$ cat src/rtl/pi_loop_sequencer.sv
// pi_loop_sequencer: shares one PI core across the speed, iq and id loops once per PWM tick
module pi_loop_sequencer #(
  parameter int N = 10,
  parameter int F = 9,
  parameter int SPEED_DIV = 8,
  parameter int TIMEOUT = 64,
  parameter logic signed [N-1:0] KP_SPD = 'sd64,
  parameter logic signed [N-1:0] KI_SPD = 'sd8,
  parameter logic signed [N-1:0] KAW_SPD = 'sd16,
  parameter logic signed [N-1:0] KP_IQ = 'sd64,
  parameter logic signed [N-1:0] KI_IQ = 'sd8,
  parameter logic signed [N-1:0] KAW_IQ = 'sd16,
  parameter logic signed [N-1:0] KP_ID = 'sd64,
  parameter logic signed [N-1:0] KI_ID = 'sd8,
  parameter logic signed [N-1:0] KAW_ID = 'sd16
) (
  input  logic         clk,
  input  logic         rst,
  input  logic         tick,
  input  logic         clr_fault,
  input  logic [N-1:0] speed_ref,
  input  logic [N-1:0] speed,
  input  logic [N-1:0] id_ref,
  input  logic [N-1:0] id,
  input  logic [N-1:0] iq,
  output logic         pi_req,
  output logic [1:0]   pi_ch,
  output logic [N-1:0] pi_ref,
  output logic [N-1:0] pi_fb,
  output logic [N-1:0] pi_kp,
  output logic [N-1:0] pi_ki,
  output logic [N-1:0] pi_kaw,
  input  logic         pi_ack,
  input  logic [N-1:0] pi_out,
  output logic [N-1:0] torque_ref,
  output logic [N-1:0] vq,
  output logic [N-1:0] vd,
  output logic         busy,
  output logic         done,
  output logic         overrun,
  output logic         fault
);
  localparam int TW = $clog2(TIMEOUT + 1);
  localparam int SW = SPEED_DIV > 1 ? $clog2(SPEED_DIV) : 1;
  localparam logic [2:0] S_IDLE = 3'd0, S_SPD = 3'd1, S_IQ = 3'd2, S_ID = 3'd3, S_FIN = 3'd4;

  if (F >= N || SPEED_DIV < 1 || TIMEOUT < 2) begin : g_bad_param
    $error("pi_loop_sequencer: invalid parameters");
  end

  logic [2:0]    state_q, state_d;
  logic          gap_q, gap_d;
  logic [TW-1:0] tmo_q, tmo_d;
  logic [SW-1:0] spd_cnt_q, spd_cnt_d;
  logic [N-1:0]  sr_q, sr_d, sp_q, sp_d, idr_q, idr_d, id_q, id_d, iq_q, iq_d;
  logic [N-1:0]  torque_q, torque_d, vq_q, vq_d, vd_q, vd_d;
  logic          fault_q, fault_d, overrun_q, overrun_d;
  logic          is_spd, is_iq, is_id, req;

  assign is_spd = state_q == S_SPD;
  assign is_iq  = state_q == S_IQ;
  assign is_id  = state_q == S_ID;
  // gap_q marks the idle cycle between channels (and before done)
  assign req    = (is_spd || is_iq || is_id) && !gap_q;

  always_comb begin
    state_d   = state_q;
    gap_d     = 1'b0;
    tmo_d     = (req && !pi_ack) ? tmo_q + 1'b1 : '0;
    spd_cnt_d = spd_cnt_q;
    sr_d      = sr_q;
    sp_d      = sp_q;
    idr_d     = idr_q;
    id_d      = id_q;
    iq_d      = iq_q;
    torque_d  = torque_q;
    vq_d      = vq_q;
    vd_d      = vd_q;
    fault_d   = clr_fault ? 1'b0 : fault_q;
    overrun_d = clr_fault ? 1'b0 : (overrun_q || (tick && state_q != S_IDLE));
    case (state_q)
      S_IDLE: if (tick && !fault_q && !clr_fault) begin
        sr_d      = speed_ref;
        sp_d      = speed;
        idr_d     = id_ref;
        id_d      = id;
        iq_d      = iq;
        state_d   = spd_cnt_q == '0 ? S_SPD : S_IQ;
        spd_cnt_d = spd_cnt_q == SW'(SPEED_DIV - 1) ? '0 : spd_cnt_q + 1'b1;
      end
      S_SPD, S_IQ, S_ID: if (req && pi_ack) begin
        state_d  = is_spd ? S_IQ : is_iq ? S_ID : S_FIN;
        gap_d    = 1'b1;
        torque_d = is_spd ? pi_out : torque_q;
        vq_d     = is_iq ? pi_out : vq_q;
        vd_d     = is_id ? pi_out : vd_q;
      end else if (req && tmo_q == TW'(TIMEOUT - 1)) begin
        fault_d = 1'b1;
        vq_d    = '0;
        vd_d    = '0;
        state_d = S_IDLE;
      end
      S_FIN: state_d = gap_q ? S_FIN : S_IDLE;
      default: state_d = S_IDLE;
    endcase
  end

  always_ff @(posedge clk or posedge rst)
    if (rst) begin
      state_q   <= S_IDLE;
      gap_q     <= 1'b0;
      tmo_q     <= '0;
      spd_cnt_q <= '0;
      sr_q      <= '0;
      sp_q      <= '0;
      idr_q     <= '0;
      id_q      <= '0;
      iq_q      <= '0;
      torque_q  <= '0;
      vq_q      <= '0;
      vd_q      <= '0;
      fault_q   <= 1'b0;
      overrun_q <= 1'b0;
    end else begin
      state_q   <= state_d;
      gap_q     <= gap_d;
      tmo_q     <= tmo_d;
      spd_cnt_q <= spd_cnt_d;
      sr_q      <= sr_d;
      sp_q      <= sp_d;
      idr_q     <= idr_d;
      id_q      <= id_d;
      iq_q      <= iq_d;
      torque_q  <= torque_d;
      vq_q      <= vq_d;
      vd_q      <= vd_d;
      fault_q   <= fault_d;
      overrun_q <= overrun_d;
    end

  assign pi_req     = req;
  assign pi_ch      = is_iq ? 2'd1 : is_id ? 2'd2 : 2'd0;
  assign pi_ref     = is_spd ? sr_q : is_iq ? torque_q : is_id ? idr_q : '0;
  assign pi_fb      = is_spd ? sp_q : is_iq ? iq_q : is_id ? id_q : '0;
  assign pi_kp      = is_spd ? KP_SPD : is_iq ? KP_IQ : is_id ? KP_ID : '0;
  assign pi_ki      = is_spd ? KI_SPD : is_iq ? KI_IQ : is_id ? KI_ID : '0;
  assign pi_kaw     = is_spd ? KAW_SPD : is_iq ? KAW_IQ : is_id ? KAW_ID : '0;
  assign torque_ref = torque_q;
  assign vq         = vq_q;
  assign vd         = vd_q;
  assign busy       = state_q != S_IDLE;
  assign done       = state_q == S_FIN && !gap_q;
  assign overrun    = overrun_q;
  assign fault      = fault_q;
endmodule

$ cat config.mk
export PLATFORM = sky130hd
export DESIGN_NAME = pi_loop_sequencer
export DESIGN_NICKNAME = d
export VERILOG_FILES = /design/src/rtl/pi_loop_sequencer.sv
export SDC_FILE = /design/constraint.sdc
export NUM_CORES = 1
export LEC_CHECK = 0
export CAP_MARGIN = 20
export CELL_PAD_IN_SITES_DETAIL_PLACEMENT = 1
export CELL_PAD_IN_SITES_GLOBAL_PLACEMENT = 2
export CORE_MARGIN = 1
export CORE_UTILIZATION = 31
export CTS_BUF_LIST = sky130_fd_sc_hd__clkbuf_8
export DETAILED_ROUTE_END_ITERATION = 8
export PLACE_DENSITY = 0.95
export SYNTH_ARGS = -nofsm -noshare
export SYNTH_HDL_FRONTEND = slang
export SYNTH_SLANG_ARGS = --single-unit
$ cat constraint.sdc
create_clock -name clk -period 4 [get_ports clk]
set_clock_uncertainty 0.1 [all_clocks]
set_input_delay 1 -clock clk [delete_from_list [all_inputs] [get_ports clk]]
set_output_delay 1 -clock clk [all_outputs]
set_load 0.005 [all_outputs]
Word-level counts from Yosys, hierarchy flattened
Index checks and enable logic that the tools add are counted.
- register bits: 96
- input port bits: 65
- output and inout port bits: 87
- word-level logic and storage cells: 90
- add/sub/neg operators: 2
- equality and inequality tests: 10
- muxes and demuxes: 39
- reduce and logical (&&, ||, !) cells: 25
- operators with widths (operator ; count):
    $mux W10 ; 11
    $mux W7 ; 4
    $mux W3 ; 7
    $mux W5 ; 3
    $mux W4 ; 3
    $pmux W3 S3 ; 1
    $reduce_and A3 Y1 ; 3
    $logic_and A1 B1 Y1 ; 8
    $add A7 B1 Y7 const B ; 1
    $eq A7 B6 Y1 const B ; 1
    $mux W1 ; 7
    $eq A3 B2 Y1 const B ; 2
    $eq A3 B3 Y1 const B ; 2
    $logic_not A3 Y1 ; 2
    $mux W2 ; 3
    $ne A2 B2 Y1 const B ; 3
    $logic_not A1 Y1 ; 4
    $reduce_and A2 Y1 ; 2
    $add A3 B1 Y3 const B ; 1
    $eq A3 B1 Y1 const B ; 1
    $logic_or A1 B1 Y1 ; 3
    $ne A3 B3 Y1 const B ; 1
    $reduce_bool A3 Y1 ; 1
    $reduce_or A3 Y1 ; 1
    $reduce_bool A2 Y1 ; 1

Logic depth before layout (Yosys ltp)
- word-level depth: 8
- gate-level depth with buffers: 7
- mapped depth without buffers: 6

Worst setup path after synthesis
OpenSTA, ideal clock, no wires.
- path kind: flip-flop to output port
- from: reg state_q[1]
- to: out pi_fb[5]
- data arrival time: 1394 ps
- slack: 1506 ps
- cell stages (with the launch flop): 6
- buffers on the path: 2
- path through: dfrtp_1 > buf_2 > clkbuf_1 > mux2_2 > a22oi_1 > nor2_1
- word-level cells in the longest chain between the ends: 4
- ends and longest elaborated chain (item ; line ; RTL):
    start, declared ; 51 ; logic [2:0] state_q, state_d;
    start signal, assigned ; 125 ; state_q <= state_d;
    $eq A3 B2 Y1 ; 62 ; assign is_id = state_q == S_ID;
    $mux W10 (2 in series) ; 144 ; assign pi_fb = is_spd ? sp_q : is_iq ? iq_q : is_id ? id_q : '0;
    $mux W10 * ; 144 ;
    end, declared ; 29 ; output logic [N-1:0] pi_fb,
Every way passes the cells marked *; elsewhere a longest branch is shown, timed or not.

Worst setup path in the final report
- from: reg state_q[0]
- to: out pi_ref[2]
- word-level cells in the longest chain between the ends: 4
- ends and longest elaborated chain (item ; line ; RTL):
    $eq A3 B2 Y1 ; 62 ;
    $mux W10 (2 in series) ; 143 ; assign pi_ref = is_spd ? sr_q : is_iq ? torque_q : is_id ? idr_q : '0;
    $mux W10 * ; 143 ;
    end, declared ; 28 ; output logic [N-1:0] pi_ref,
Marked as above.

==> impl_metrics.toml <==
[logic_synthesis]
synth_ff_type = "dfrtp_1"
ys_seq_area_share_pct = 51.1
synth.distinct_cells = 40
ys_seq_elements = 96
synth_area_sq_mm = 0.00470
yosysWarnings = 0
syn_avg_cell_area_sq_um = 13.1
synth-edff-count = 0
synth_common_cells = "dfrtp_1, mux2_4, nor2_1"
yosysTopAreaCell = "dfrtp_1"
async_flop_share_pct = 100
syn_inst = 360
netlist.area_leader.share_pct = 51.1
synth.most_common_cell = "dfrtp_1"
synthTopCellsByArea = "dfrtp_1, mux2_4, mux2_2"

[grt]
grt_pass1_vias = 3641
busiest_layer = "met2"
antenna_found_initial = 0
grt_usage_pct = 16.7
grt_use_met2_pct = 28.3
gr-total-overflow = 0
grt_max_degree = 55
met1_usage_pct = 21.2
grt_pass1_wl_um = 20400
use_met3_pct = 4.24

[routing]
wl_um = 12400
dr.pass1.iters = 8
drc = 12
ant_nets = 0
wire_per_inst_um = 18.6
drt_iter0_drc = 118
via_per_inst = 4.87
vias = 3242

[setup_path]
max_stage_delay_ns = 0.53
cp.arrival_ns = 2.38
r2r_cells = 4
worst-setup-path-type = "reg -> out"
cp-start-kind = "register"
crit_required_ns = 2.90
crit_path_max_fanout = 13
path_cells = "nor2b_2 -> buf_4 -> a22oi_1 -> nor2_1 -> clkdlybuf4s50_1"
crit_slowest_cell = "clkdlybuf4s50_1"
crit_path_end_kind = "output port"

[clocking]
cts_tree = "built"
cts_sinks = 96
cts_setup_buffers = 0
root_buffer = "clkbuf_8"
clk_pin_slew_worst_paths_ns = 0.10
clock_latency_ns = 0.36
post_cts_resized = 0
cts_buffer_depth = 2
cts_htree_levels = 3
cts_buffers = 9
holdBufCountCts = 0

[floorplanning]
core_area_sq_mm = 0.0146
rows = 44
die_area_sq_mm = 0.0157
die_y_um = 125
pin_count = 152
initial_utilization_pct = 32.1
dieWidth_um = 125

[final_layout]
layout.nets = 546
area_delta_synth_final_pct = 31.4
final_cell_area_sq_mm = 0.00618
num_antenna_cells = 0
final_layout_size_suffix_gt1_share_pct = 22.2

[timing]
finalCriticalPeriod_ns = 3.48
max_freq_mhz = 287
rsz0062_at_grt = "false"
hold_viol = 0
max_slew_margin_pct = 29.8
timing.setup.tns_ns = 0
worst_slew_pin_slew_ns = 1.05
fin_crit_sh_pct = 87.1
setup_violations = 0
drv_slew = 0

[run_status]
violations = "DRC"
status = "finished, violations left"

[min_path]
hold_depth = 1
hp-class = "reg -> reg"

[power]
power.leakage_nw = 2.82
power.total_w = 0.00458
vdd_ir_drop_max_uv = 296
powerDensity_mw_per_mm2 = 741

[flow_run]
max-cap-violations = 0

[place]
placed_area_sq_mm = 0.00598
hpwl_um = 8880
io_buffer_count = 124
place_congestion = 0.743
stage by stage:
step / instances / worst slack, ns / hold slack [ns] / utilization (%)
6_report: 666 / 0.516 / 0.366 / 42.2
5_1_grt: 666 / 0.349 / 0.389 / 42.2
4_1_cts: 666 / 0.442 / 0.366 / 42.2
3_5_place_dp: 650 / 0.848 / 0.353 / 40.9
3_3_place_gp: 650 / 0.917 / 0.335 / 40.9
2_1_floorplan: 386 / 0.395 / 0.325 / -
state kept, by name (all words and copies together) (netlist names):
name	cells
fault	1
gap_q	1
id_q	10
idr_q	10
iq_q	10
overrun	1
sp_q	10
spd_cnt_q	3
sr_q	10
state_q	3
tmo_q	7
torque_ref	10
vd	10
vq	10
worst paths after layout:
check / from / to / slack [ns]
max reg2reg: state_q[2] / id_q[0] / 1.34
min reg2reg: tmo_q[0] / tmo_q[0] / 0.37
max in group asynchronous: rst / vd[7] / 2.15
max: state_q[0] / pi_ref[2] / 0.52
min: tmo_q[0] / tmo_q[0] / 0.37
min in group asynchronous: rst / id_q[5] / 0.93
cells by family after synthesis:
group           after synthesis  synth area share (%)
xor+xnor                      4                 0.746
other cells                   1                0.0798
mux                          82                  23.5
simple gates                 62                  6.60
compound gates               55                  8.97
fa+ha+maj                     4                  1.07
flops                        96                  51.1
buf+inv                      56                  7.93
per-layer routing:
layer  wire length [um]  part of all wire [%]
met2               6070                    49
met3                661                   5.3
met4                140                   1.1
met1               5540                    45
met5                  0                     0
area by class of cell:
cell class                      count  area [sq um]
Multi-Input combinational cell    234          2020
Clock buffer                       11           151
Tap cell                          184           230
Clock inverter                      5          41.3
Fill cell                        1573          8470
Timing Repair Buffer              131          1310
Sequential cell                    96          2400
Inverter                            5          21.3
critical path: cells and delay by family (launching register included):
kind	cells	cell delay (ns)
compound gates	1	0.11
buf+inv	2	0.86
flops	1	0.40
simple gates	2	0.64
power by group:
group          internal (W)  switching [W]  leakage, nW  total, W
registers           0.00141       0.000314         1.18   0.00172
logic               0.00141       0.000834         1.55   0.00224
clock network      0.000263       0.000353       0.0917  0.000616
cell usage in the layout (no fill, tap or decap), types with 2 or more instances in the layout:
cell,n
clkdlybuf4s50_1,124
dfrtp_1,96
mux2_4,48
nor2_1,34
mux2_2,30
conb_1,27
a22o_1,20
a22oi_1,20
clkbuf_8,11
nand2_1,6
buf_4,6
o21ai_0,5
inv_1,4
mux2_1,4
ha_1,4
nor3_1,3
nor4_1,3
nand3_1,3
clkinv_4,3
nor3b_1,2
and3_1,2
xor2_1,2
xnor2_1,2
a21oi_1,2
o31a_1,2
clkinvlp_4,2
(Power assumes the default switching activity.)
